===== src/rtl/mips_ctrl_pkg.sv =====
// Shared encodings for the multicycle MIPS control path: ALU operation codes,
// opcode/funct values, FSM state codes and datapath mux select encodings.
package mips_ctrl_pkg;

  localparam logic [3:0] ALU_AND  = 4'd0;
  localparam logic [3:0] ALU_OR   = 4'd1;
  localparam logic [3:0] ALU_NOR  = 4'd2;
  localparam logic [3:0] ALU_ADD  = 4'd3;
  localparam logic [3:0] ALU_SUB  = 4'd4;
  localparam logic [3:0] ALU_XOR  = 4'd5;
  localparam logic [3:0] ALU_WORD = 4'd6;
  localparam logic [3:0] ALU_LUI  = 4'd7;
  localparam logic [3:0] ALU_SLL  = 4'd8;
  localparam logic [3:0] ALU_SRL  = 4'd9;

  localparam logic [5:0] OP_RTYPE = 6'b000000;
  localparam logic [5:0] OP_LW    = 6'b100011;
  localparam logic [5:0] OP_SW    = 6'b101011;
  localparam logic [5:0] OP_BEQ   = 6'b000100;
  localparam logic [5:0] OP_BNE   = 6'b000101;
  localparam logic [5:0] OP_J     = 6'b000010;
  localparam logic [5:0] OP_ADDI  = 6'b001000;
  localparam logic [5:0] OP_ANDI  = 6'b001100;
  localparam logic [5:0] OP_ORI   = 6'b001101;
  localparam logic [5:0] OP_LUI   = 6'b001111;

  localparam logic [5:0] FN_SLL = 6'b000000;
  localparam logic [5:0] FN_SRL = 6'b000010;
  localparam logic [5:0] FN_ADD = 6'b100000;
  localparam logic [5:0] FN_SUB = 6'b100010;
  localparam logic [5:0] FN_AND = 6'b100100;
  localparam logic [5:0] FN_OR  = 6'b100101;
  localparam logic [5:0] FN_XOR = 6'b100110;
  localparam logic [5:0] FN_NOR = 6'b100111;

  // State codes kept as plain constants so older tools and netlists can share them.
  typedef logic [3:0] state_t;
  localparam state_t RST_S    = 4'd0;
  localparam state_t FETCH    = 4'd1;
  localparam state_t DECODE   = 4'd2;
  localparam state_t MEMADDR  = 4'd3;
  localparam state_t MEMREAD  = 4'd4;
  localparam state_t MEMWB    = 4'd5;
  localparam state_t MEMWRITE = 4'd6;
  localparam state_t REXEC    = 4'd7;
  localparam state_t RWB      = 4'd8;
  localparam state_t IEXEC    = 4'd9;
  localparam state_t IWB      = 4'd10;
  localparam state_t BRANCH   = 4'd11;
  localparam state_t JUMP     = 4'd12;

  localparam logic [1:0] SRCA_PC = 2'b00;
  localparam logic [1:0] SRCA_RS = 2'b01;
  localparam logic [1:0] SRCA_RT = 2'b10;

  localparam logic [2:0] SRCB_REGB     = 3'b000;
  localparam logic [2:0] SRCB_FOUR     = 3'b001;
  localparam logic [2:0] SRCB_SEXT     = 3'b010;
  localparam logic [2:0] SRCB_SEXT_SH2 = 3'b011;
  localparam logic [2:0] SRCB_ZEXT     = 3'b100;
  localparam logic [2:0] SRCB_SHAMT    = 3'b101;

  localparam logic [1:0] PCSRC_ALU    = 2'b00;
  localparam logic [1:0] PCSRC_ALUOUT = 2'b01;
  localparam logic [1:0] PCSRC_JUMP   = 2'b10;

  function automatic logic is_shift(input logic [5:0] funct);
    return (funct == FN_SLL) || (funct == FN_SRL);
  endfunction

endpackage


===== src/rtl/alu_op_decode.sv =====
// Combinational ALU operation selector: maps the current control state and the
// instruction fields to the ALUOperation code, and flags supported R-type functs.
module alu_op_decode
  import mips_ctrl_pkg::*;
(
  input  logic [3:0] state,
  input  logic [5:0] opcode,
  input  logic [5:0] funct,
  output logic [3:0] alu_op,
  output logic       funct_valid
);

  logic [3:0] funct_op;
  logic [3:0] imm_op;

  always_comb begin
    funct_valid = 1'b1;
    funct_op    = ALU_AND;
    case (funct)
      FN_ADD:  funct_op = ALU_ADD;
      FN_SUB:  funct_op = ALU_SUB;
      FN_AND:  funct_op = ALU_AND;
      FN_OR:   funct_op = ALU_OR;
      FN_XOR:  funct_op = ALU_XOR;
      FN_NOR:  funct_op = ALU_NOR;
      FN_SLL:  funct_op = ALU_SLL;
      FN_SRL:  funct_op = ALU_SRL;
      default: funct_valid = 1'b0;
    endcase
  end

  always_comb begin
    imm_op = ALU_AND;
    case (opcode)
      OP_ADDI: imm_op = ALU_ADD;
      OP_ANDI: imm_op = ALU_AND;
      OP_ORI:  imm_op = ALU_OR;
      OP_LUI:  imm_op = ALU_LUI;
      default: imm_op = ALU_AND;
    endcase
  end

  // Address arithmetic (PC+4, branch target, lw/sw address) always uses ADD.
  always_comb begin
    alu_op = ALU_AND;
    case (state)
      FETCH, DECODE, MEMADDR: alu_op = ALU_ADD;
      BRANCH:                 alu_op = ALU_SUB;
      REXEC:                  alu_op = funct_op;
      IEXEC:                  alu_op = imm_op;
      default:                alu_op = ALU_AND;
    endcase
  end

endmodule


===== src/rtl/multicycle_control.sv =====
// Multicycle MIPS control FSM: sequences fetch/decode/execute/memory/writeback
// and decodes all datapath enables and mux selects from the current state.
module multicycle_control
  import mips_ctrl_pkg::*;
#(
  parameter bit RESET_STATE_EN = 1'b1
) (
  input  logic       clk,
  input  logic       reset,
  input  logic [5:0] Opcode,
  input  logic [5:0] Funct,
  input  logic       Zero,
  output logic [3:0] ALUOperation,
  output logic [1:0] ALUSrcA,
  output logic [2:0] ALUSrcB,
  output logic       PCWrite,
  output logic [1:0] PCSource,
  output logic       IorD,
  output logic       MemRead,
  output logic       MemWrite,
  output logic       IRWrite,
  output logic       RegWrite,
  output logic       RegDst,
  output logic       MemtoReg,
  output logic       InstrDone,
  output logic       IllegalInstr
);

  localparam state_t RESET_TARGET = RESET_STATE_EN ? RST_S : FETCH;

  state_t state;
  state_t next_state;
  logic   opcode_legal;
  logic   funct_valid;
  logic   branch_taken;

  alu_op_decode u_alu_op_decode (
    .state       (state),
    .opcode      (Opcode),
    .funct       (Funct),
    .alu_op      (ALUOperation),
    .funct_valid (funct_valid)
  );

  always_comb begin
    case (Opcode)
      OP_RTYPE, OP_LW, OP_SW, OP_BEQ, OP_BNE, OP_J,
      OP_ADDI, OP_ANDI, OP_ORI, OP_LUI: opcode_legal = 1'b1;
      default:                          opcode_legal = 1'b0;
    endcase
  end

  assign branch_taken = ((Opcode == OP_BEQ) && Zero) || ((Opcode == OP_BNE) && !Zero);

  always_ff @(posedge clk or negedge reset) begin
    if (!reset) begin
      state <= RESET_TARGET;
    end else begin
      state <= next_state;
    end
  end

  always_comb begin
    next_state = FETCH;
    case (state)
      RST_S:  next_state = FETCH;
      FETCH:  next_state = DECODE;
      DECODE: begin
        case (Opcode)
          OP_RTYPE:                         next_state = REXEC;
          OP_LW, OP_SW:                     next_state = MEMADDR;
          OP_BEQ, OP_BNE:                   next_state = BRANCH;
          OP_J:                             next_state = JUMP;
          OP_ADDI, OP_ANDI, OP_ORI, OP_LUI: next_state = IEXEC;
          default:                          next_state = FETCH;
        endcase
      end
      MEMADDR: next_state = (Opcode == OP_LW) ? MEMREAD : MEMWRITE;
      MEMREAD: next_state = MEMWB;
      REXEC:   next_state = RWB;
      IEXEC:   next_state = IWB;
      default: next_state = FETCH;
    endcase
  end

  // Every output defaults low so RST_S and unused encodings drive an idle datapath.
  always_comb begin
    ALUSrcA      = SRCA_PC;
    ALUSrcB      = SRCB_REGB;
    PCWrite      = 1'b0;
    PCSource     = PCSRC_ALU;
    IorD         = 1'b0;
    MemRead      = 1'b0;
    MemWrite     = 1'b0;
    IRWrite      = 1'b0;
    RegWrite     = 1'b0;
    RegDst       = 1'b0;
    MemtoReg     = 1'b0;
    InstrDone    = 1'b0;
    IllegalInstr = 1'b0;
    case (state)
      FETCH: begin
        MemRead = 1'b1;
        IRWrite = 1'b1;
        ALUSrcB = SRCB_FOUR;
        PCWrite = 1'b1;
      end
      DECODE: begin
        ALUSrcB = SRCB_SEXT_SH2;
        if (!opcode_legal) begin
          IllegalInstr = 1'b1;
          InstrDone    = 1'b1;
        end
      end
      REXEC: begin
        if (is_shift(Funct)) begin
          ALUSrcA = SRCA_RT;
          ALUSrcB = SRCB_SHAMT;
        end else begin
          ALUSrcA = SRCA_RS;
          ALUSrcB = SRCB_REGB;
        end
      end
      RWB: begin
        RegDst       = 1'b1;
        RegWrite     = funct_valid;
        IllegalInstr = !funct_valid;
        InstrDone    = 1'b1;
      end
      IEXEC: begin
        ALUSrcA = SRCA_RS;
        ALUSrcB = (Opcode == OP_ADDI) ? SRCB_SEXT : SRCB_ZEXT;
      end
      IWB: begin
        RegWrite  = 1'b1;
        InstrDone = 1'b1;
      end
      MEMADDR: begin
        ALUSrcA = SRCA_RS;
        ALUSrcB = SRCB_SEXT;
      end
      MEMREAD: begin
        MemRead = 1'b1;
        IorD    = 1'b1;
      end
      MEMWB: begin
        MemtoReg  = 1'b1;
        RegWrite  = 1'b1;
        InstrDone = 1'b1;
      end
      MEMWRITE: begin
        MemWrite  = 1'b1;
        IorD      = 1'b1;
        InstrDone = 1'b1;
      end
      BRANCH: begin
        ALUSrcA   = SRCA_RS;
        ALUSrcB   = SRCB_REGB;
        PCSource  = PCSRC_ALUOUT;
        PCWrite   = branch_taken;
        InstrDone = 1'b1;
      end
      JUMP: begin
        PCSource  = PCSRC_JUMP;
        PCWrite   = 1'b1;
        InstrDone = 1'b1;
      end
      default: begin
        ALUSrcA = SRCA_PC;
      end
    endcase
  end

endmodule


===== config.mk =====
export PLATFORM = sky130hd
export DESIGN_NAME = multicycle_control
export DESIGN_NICKNAME = d
export VERILOG_FILES = /design/src/rtl/mips_ctrl_pkg.sv /design/src/rtl/alu_op_decode.sv /design/src/rtl/multicycle_control.sv
export SDC_FILE = /design/constraint.sdc
export NUM_CORES = 1
export LEC_CHECK = 0
export ABC_AREA = 1
export BUFFER_PORTS_ARGS = -buffer_cell sky130_fd_sc_hd__buf_2
export CAP_MARGIN = 25
export CORE_ASPECT_RATIO = 1.4
export CORE_MARGIN = 5
export CORE_UTILIZATION = 49
export DETAILED_ROUTE_END_ITERATION = 16
export GPL_TIMING_DRIVEN = 0
export MAX_ROUTING_LAYER = met4
export PLACE_DENSITY = 0.8
export SLEW_MARGIN = 30
export SYNTH_ARGS = -nofsm -noshare
export SYNTH_HDL_FRONTEND = slang
export SYNTH_HIERARCHICAL = 1
export SYNTH_SLANG_ARGS = --single-unit
export TNS_END_PERCENT = 30

===== constraint.sdc =====
create_clock -name clk -period 1.6 [get_ports clk]
set_input_delay 0.32 -clock clk [delete_from_list [all_inputs] [get_ports clk]]
set_output_delay 0.32 -clock clk [all_outputs]
set_load 0.03 [all_outputs]

Yosys cells after proc, flatten, opt, wreduce, memory -nomap -nowiden
Index checks and enable logic that the tools add are counted.
- bits in registers: 4
- word-level logic and storage cells: 74
- output and inout port bits: 21
- bits of input ports: 15
- reductions and logical operators: 20
- equality and inequality tests: 28
- mux-type cells: 25
- operators by type and width (kind ; count):
    equality test 6 bit (second input constant) ; 8
    one-hot mux 4 bit (7 select lines) ; 1
    equality test 6 x 4 -> 1 bit (second input constant) ; 4
    one-hot mux 4 bit (6 select lines) ; 1
    equality test 4 bit (second input constant) ; 5
    one-hot mux 4 bit (5 select lines) ; 1
    equality test 4 x 3 -> 1 bit (second input constant) ; 4
    one-hot mux 4 bit (4 select lines) ; 1
    one-hot mux 3 bit (5 select lines) ; 1
    equality test 6 x 2 -> 1 bit (second input constant) ; 2
    equality test 6 x 3 -> 1 bit (second input constant) ; 2
    zero test 6 bit ; 2
    OR reduction 2 bit ; 6
    OR reduction 10 bit ; 1
    two-way mux 1 bit ; 9
    one-hot mux 3 bit (3 select lines) ; 1
    equality test 4 x 2 -> 1 bit (second input constant) ; 2
    one-hot mux 1 bit (2 select lines) ; 4
    one-hot mux 2 bit (2 select lines) ; 2
    OR reduction 8 bit ; 1
    two-way mux 3 bit ; 2
    OR reduction 3 bit ; 2
    OR reduction 6 bit ; 1
    equality test 4 x 1 -> 1 bit (second input constant) ; 1
    other kinds (5) ; 9

Depth between registers and ports, before layout
- depth after elaboration: 5
- mapped depth: 10
- mapped depth without buffers: 10

Hierarchy
Netlist, hierarchy kept.
- by module, submodules not included (module ; times used ; area an instance (µm²) ; cells an instance ; sequential area each (µm²)):
    multicycle_control ; 1 ; 661.9 ; 125 ; 100.1
    alu_op_decode ; 1 ; 275.3 ; 63 ; 0.0

Worst setup path before layout
Ideal clock, no wire load.
- path kind: reg-to-output
- start point: reg state[0]
- end point: out MemRead
- path buffers: 0
- data required time: 1.280 ns
- arrival: 1.437 ns
- stages on the path, launching flop included: 5
- path slack: -0.157 ns
- cells stage by stage: dfrtp_1 -> inv_2 -> nor2_2 -> inv_2 -> o21ai_0
- longest elaborated chain between the ends: 3
- elaborated cells on any way between the ends: 4
- those cells by class: eq/ne (2); mux (1); reduce/logical (1)
- ends and longest elaborated chain (item ; line ; RTL):
    from (decl) ; multicycle_control.sv:31 ; state_t state;
    from (signal assigned) ; multicycle_control.sv:59 ; state <= next_state;
    equality test 4 x 3 -> 1 bit / equality test 4 x 1 -> 1 bit (equally long branches) ; multicycle_control.sv:101 ; case (state)
    OR reduction 2 bit (no line) (*) ; - ;
    two-way mux 1 bit (*) ; multicycle_control.sv:101 ;
    to (decl) ; multicycle_control.sv:19 ; output logic MemRead,
Mark *: on every way between the ends. The rest lies on a longest branch, timed or not.

Worst setup path after layout
- start point: reg state[3]
- end point: out ALUOperation[0]
- longest elaborated chain between the ends: 3
- elaborated cells on any way between the ends: 8
- those cells by class: eq/ne (6); mux (1); reduce/logical (1)
- ends and longest elaborated chain (item ; line ; RTL):
    equality test 4 x 1 -> 1 bit / equality test 4 x 2 -> 1 bit (equally long branches) ; alu_op_decode.sv:46 ; case (state)
    OR reduction 3 bit ; alu_op_decode.sv:46 ;
    one-hot mux 4 bit (4 select lines) (*) ; alu_op_decode.sv:46 ;
    to (decl) ; multicycle_control.sv:13 ; output logic [3:0] ALUOperation,
Marked as above.

==> results.yml <==
floorplanning:
  dieArea_um2: 2900
  rows: 18
  dieWidth_um: 47.0
  start_util_pct: 52.0
  die_y_um: 61.7
  core_um2: 1800
  design.portCount: 36
global_routing:
  antenna_found_initial: 0
  grt_usage_pct: 21.0
  grt_pass1_wl_um: 4520
  grt_pass1_vias: 1187
  globalRouteOverflowTotal: 0
  grt_start_max_net_pins: 11
worst_setup_path:
  rr_worst_depth: 8
  r2r-start: "state[3]"
  path_max_fanout: 5
  crit_required_ns: 1.28
  critPathLaunchType: "register"
  crit_type: "reg2out"
  worstSetupEndpointType: "output port"
  r2r-end: "state[0]"
  r2r_setup_slack_ns: 0.24
  cp_data_arrival_time_ns: 1.49
synthesis:
  syn_inst: 188
  syn_avg_cell_area_um2: 4.98
  syn_nets: 203
  netlist_area_um2: 937
  synth-seq-area-share_pct: 10.7
  synth.distinct_cells: 21
  synth-seq-cells: 4
  yosys_warnings: 6
pwr:
  pwr_density_cell_nw_per_um2: 1710
  p_leak_nw: 0.854
  peakVddDrop_uv: 1540
run_status:
  violations: "setup timing"
  outcome: "complete, but fails checks"
finish:
  fillCellCount: 136
  drive_gt1_share_pct: 39.7
  finalNetCount: 256
  largest_register_ff_count: 4
  area_delta_synth_final_pct: 55.9
  design_area_um2: 1460
  reg.largest.list: "state (4)"
  insertedDiodeCount: 0
  seqCellArea_um2: 105
  top_register: "state"
  multi_input_area_um2: 763
  finish.utilization_pct: 81.1
place:
  placed_area_um2: 1140
  pre_cts_slack_ns: -0.158
  port_buffers: 35
  gp_congestion: 0.888
  dp_hpwl_um: 2160
sta:
  maxSlewHeadroom_pct: 83.5
  worst_slew_pin_slew_ns: 0.248
  fin_skew_ns: 0.00569
  max_clock_freq_mhz: 553
  period_share_pct: 113
  rsz0062_at_grt: "yes"
  fin_setup_tns_ns: -2.33
  finalSetupViolations: 16
  setup_ws_ns: -0.209
  hold_violations: 0
  timing.final.crit_period_ns: 1.81
  holdWs_ns: 0.421
  drv_slew: 0
cts:
  cts_max_level: 1
  clockRootBuffer: "clkbuf_4"
  clock_path_buffers: 2
  clk_pin_slew_ns: 0.04
  cts_tree: "built"
  insertion_delay_ns: 0.23
  cts_sinks: 4
  numCtsBuffers: 3
worst_hold_path:
  hp-class: "in2async"
route:
  route.detailed.drc: 0
  highest_layer: "met4"
  avgRoutedWirePerCell_um: 12.0
  avgViaCountPerCell: 5.26
  wirelength_um: 3110
  drtIter0Drc: 18
  vias: 1363
  wl_met3_um: 232
  routed-wl-met2_um: 1660
  firstDrtPassIters: 4
  drtAntennaViolNets: 0
  met1Wirelength_um: 1160
job:
  cap_violations: 0
[per-stage QoR]
step | power [mW] | cells
5_1_grt | 2.65 | 259
4_1_cts | 2.19 | 254
3_3_place_gp | 1.69 | 243
6_report | 2.50 | 259
2_1_floorplan | 1.33 | 188
3_5_place_dp | 1.71 | 243
[synth_stat cells]
master,number,area (um^2)
o22ai_2,1,12.5
o211ai_1,3,22.5
nor3b_1,1,7.51
nand3b_1,1,7.51
nand3_1,21,105
inv_2,7,26.3
nand4_1,5,31.3
dfrtp_1,4,100
inv_1,33,124
a22oi_1,1,7.51
and2_1,1,6.26
o21ai_0,3,15.0
nor3_1,3,15.0
nand2_1,56,210
a21oi_1,1,5.00
nor2_4,4,45.0
nor2_1,29,109
nor2_2,9,56.3
nand2_2,3,18.8
a21boi_0,1,7.51
o21ai_1,1,5.00
[kinds of logic after synthesis]
kind of cell    count (synthesis)  share of synthesized area [%]
buf+inv                        40                           16.0
compound gates                 11                           8.01
simple gates                  133                           65.3
flops                           4                           10.7
[critical path, cell delays in order (launching register included)]
cell and delay, ns:
dfrtp_2 0.45, buf_6 0.14, inv_4 0.03, buf_4 0.12, o211ai_1 0.11, a21boi_1 0.19, nand2_1 0.08, buf_6 0.14
[layout make-up]
| cell class | instances | share of cell area (%) |
|---|---|---|
| inverters | 40 | 10.6 |
| clock buffers | 3 | 1.54 |
| multi-input cells | 144 | 52.2 |
| repair buffers | 48 | 26.7 |
| well taps | 20 | 1.71 |
| flip-flops and latches | 4 | 7.19 |
[worst max path at each step]
stage,start,end
after floorplan,state[1],ALUOperation[3]
after global placement,Funct[3],RegWrite
after detailed placement,Funct[3],RegWrite
after CTS,state[2],IllegalInstr
after global routing,state[1],InstrDone
final,state[3],ALUOperation[0]
[cell usage in the layout, fill, tap and decap left out]
cell	count
a21boi_1	1
a21oi_1	1
a22oi_1	1
and2_1	1
buf_12	1
buf_2	15
buf_4	16
buf_6	14
clkbuf_4	4
dfrtp_2	4
dlygate4sd3_1	1
inv_1	28
inv_2	10
inv_4	2
nand2_1	54
nand2_2	5
nand3_1	18
nand3_2	3
nand3b_1	1
nand4_1	5
nor2_1	24
nor2_2	7
nor2_4	11
nor3_1	3
nor3b_2	1
o211ai_1	3
o21ai_0	1
o21ai_1	2
o21ai_2	1
o22ai_2	1
[per-layer routing]
metal  GRT usage (%)  vias to the layer above
li1                -                      689
met3            1.44                        8
met5               -                        -
met4            7.51                        0
met1            22.0                      605
met2            39.6                       61
[repair_timing]
| item | CTS | global route |
|---|---|---|
| setup buffers | 7 | 5 |
| hold endpoints to repair | 4 | 0 |
| endpoints found under the setup margin | 21 | 20 |
| pin swaps | 7 | 13 |
| hold buffers | 1 | 0 |
| gates resized for setup | 34 | 39 |
[where the power goes]
group          internal, mW  switching, mW  leakage [nW]
Combinational         0.884           1.22         0.795
Sequential            0.157          0.126        0.0452
Clock                0.0835         0.0363        0.0138
(Power assumes the default switching activity.)
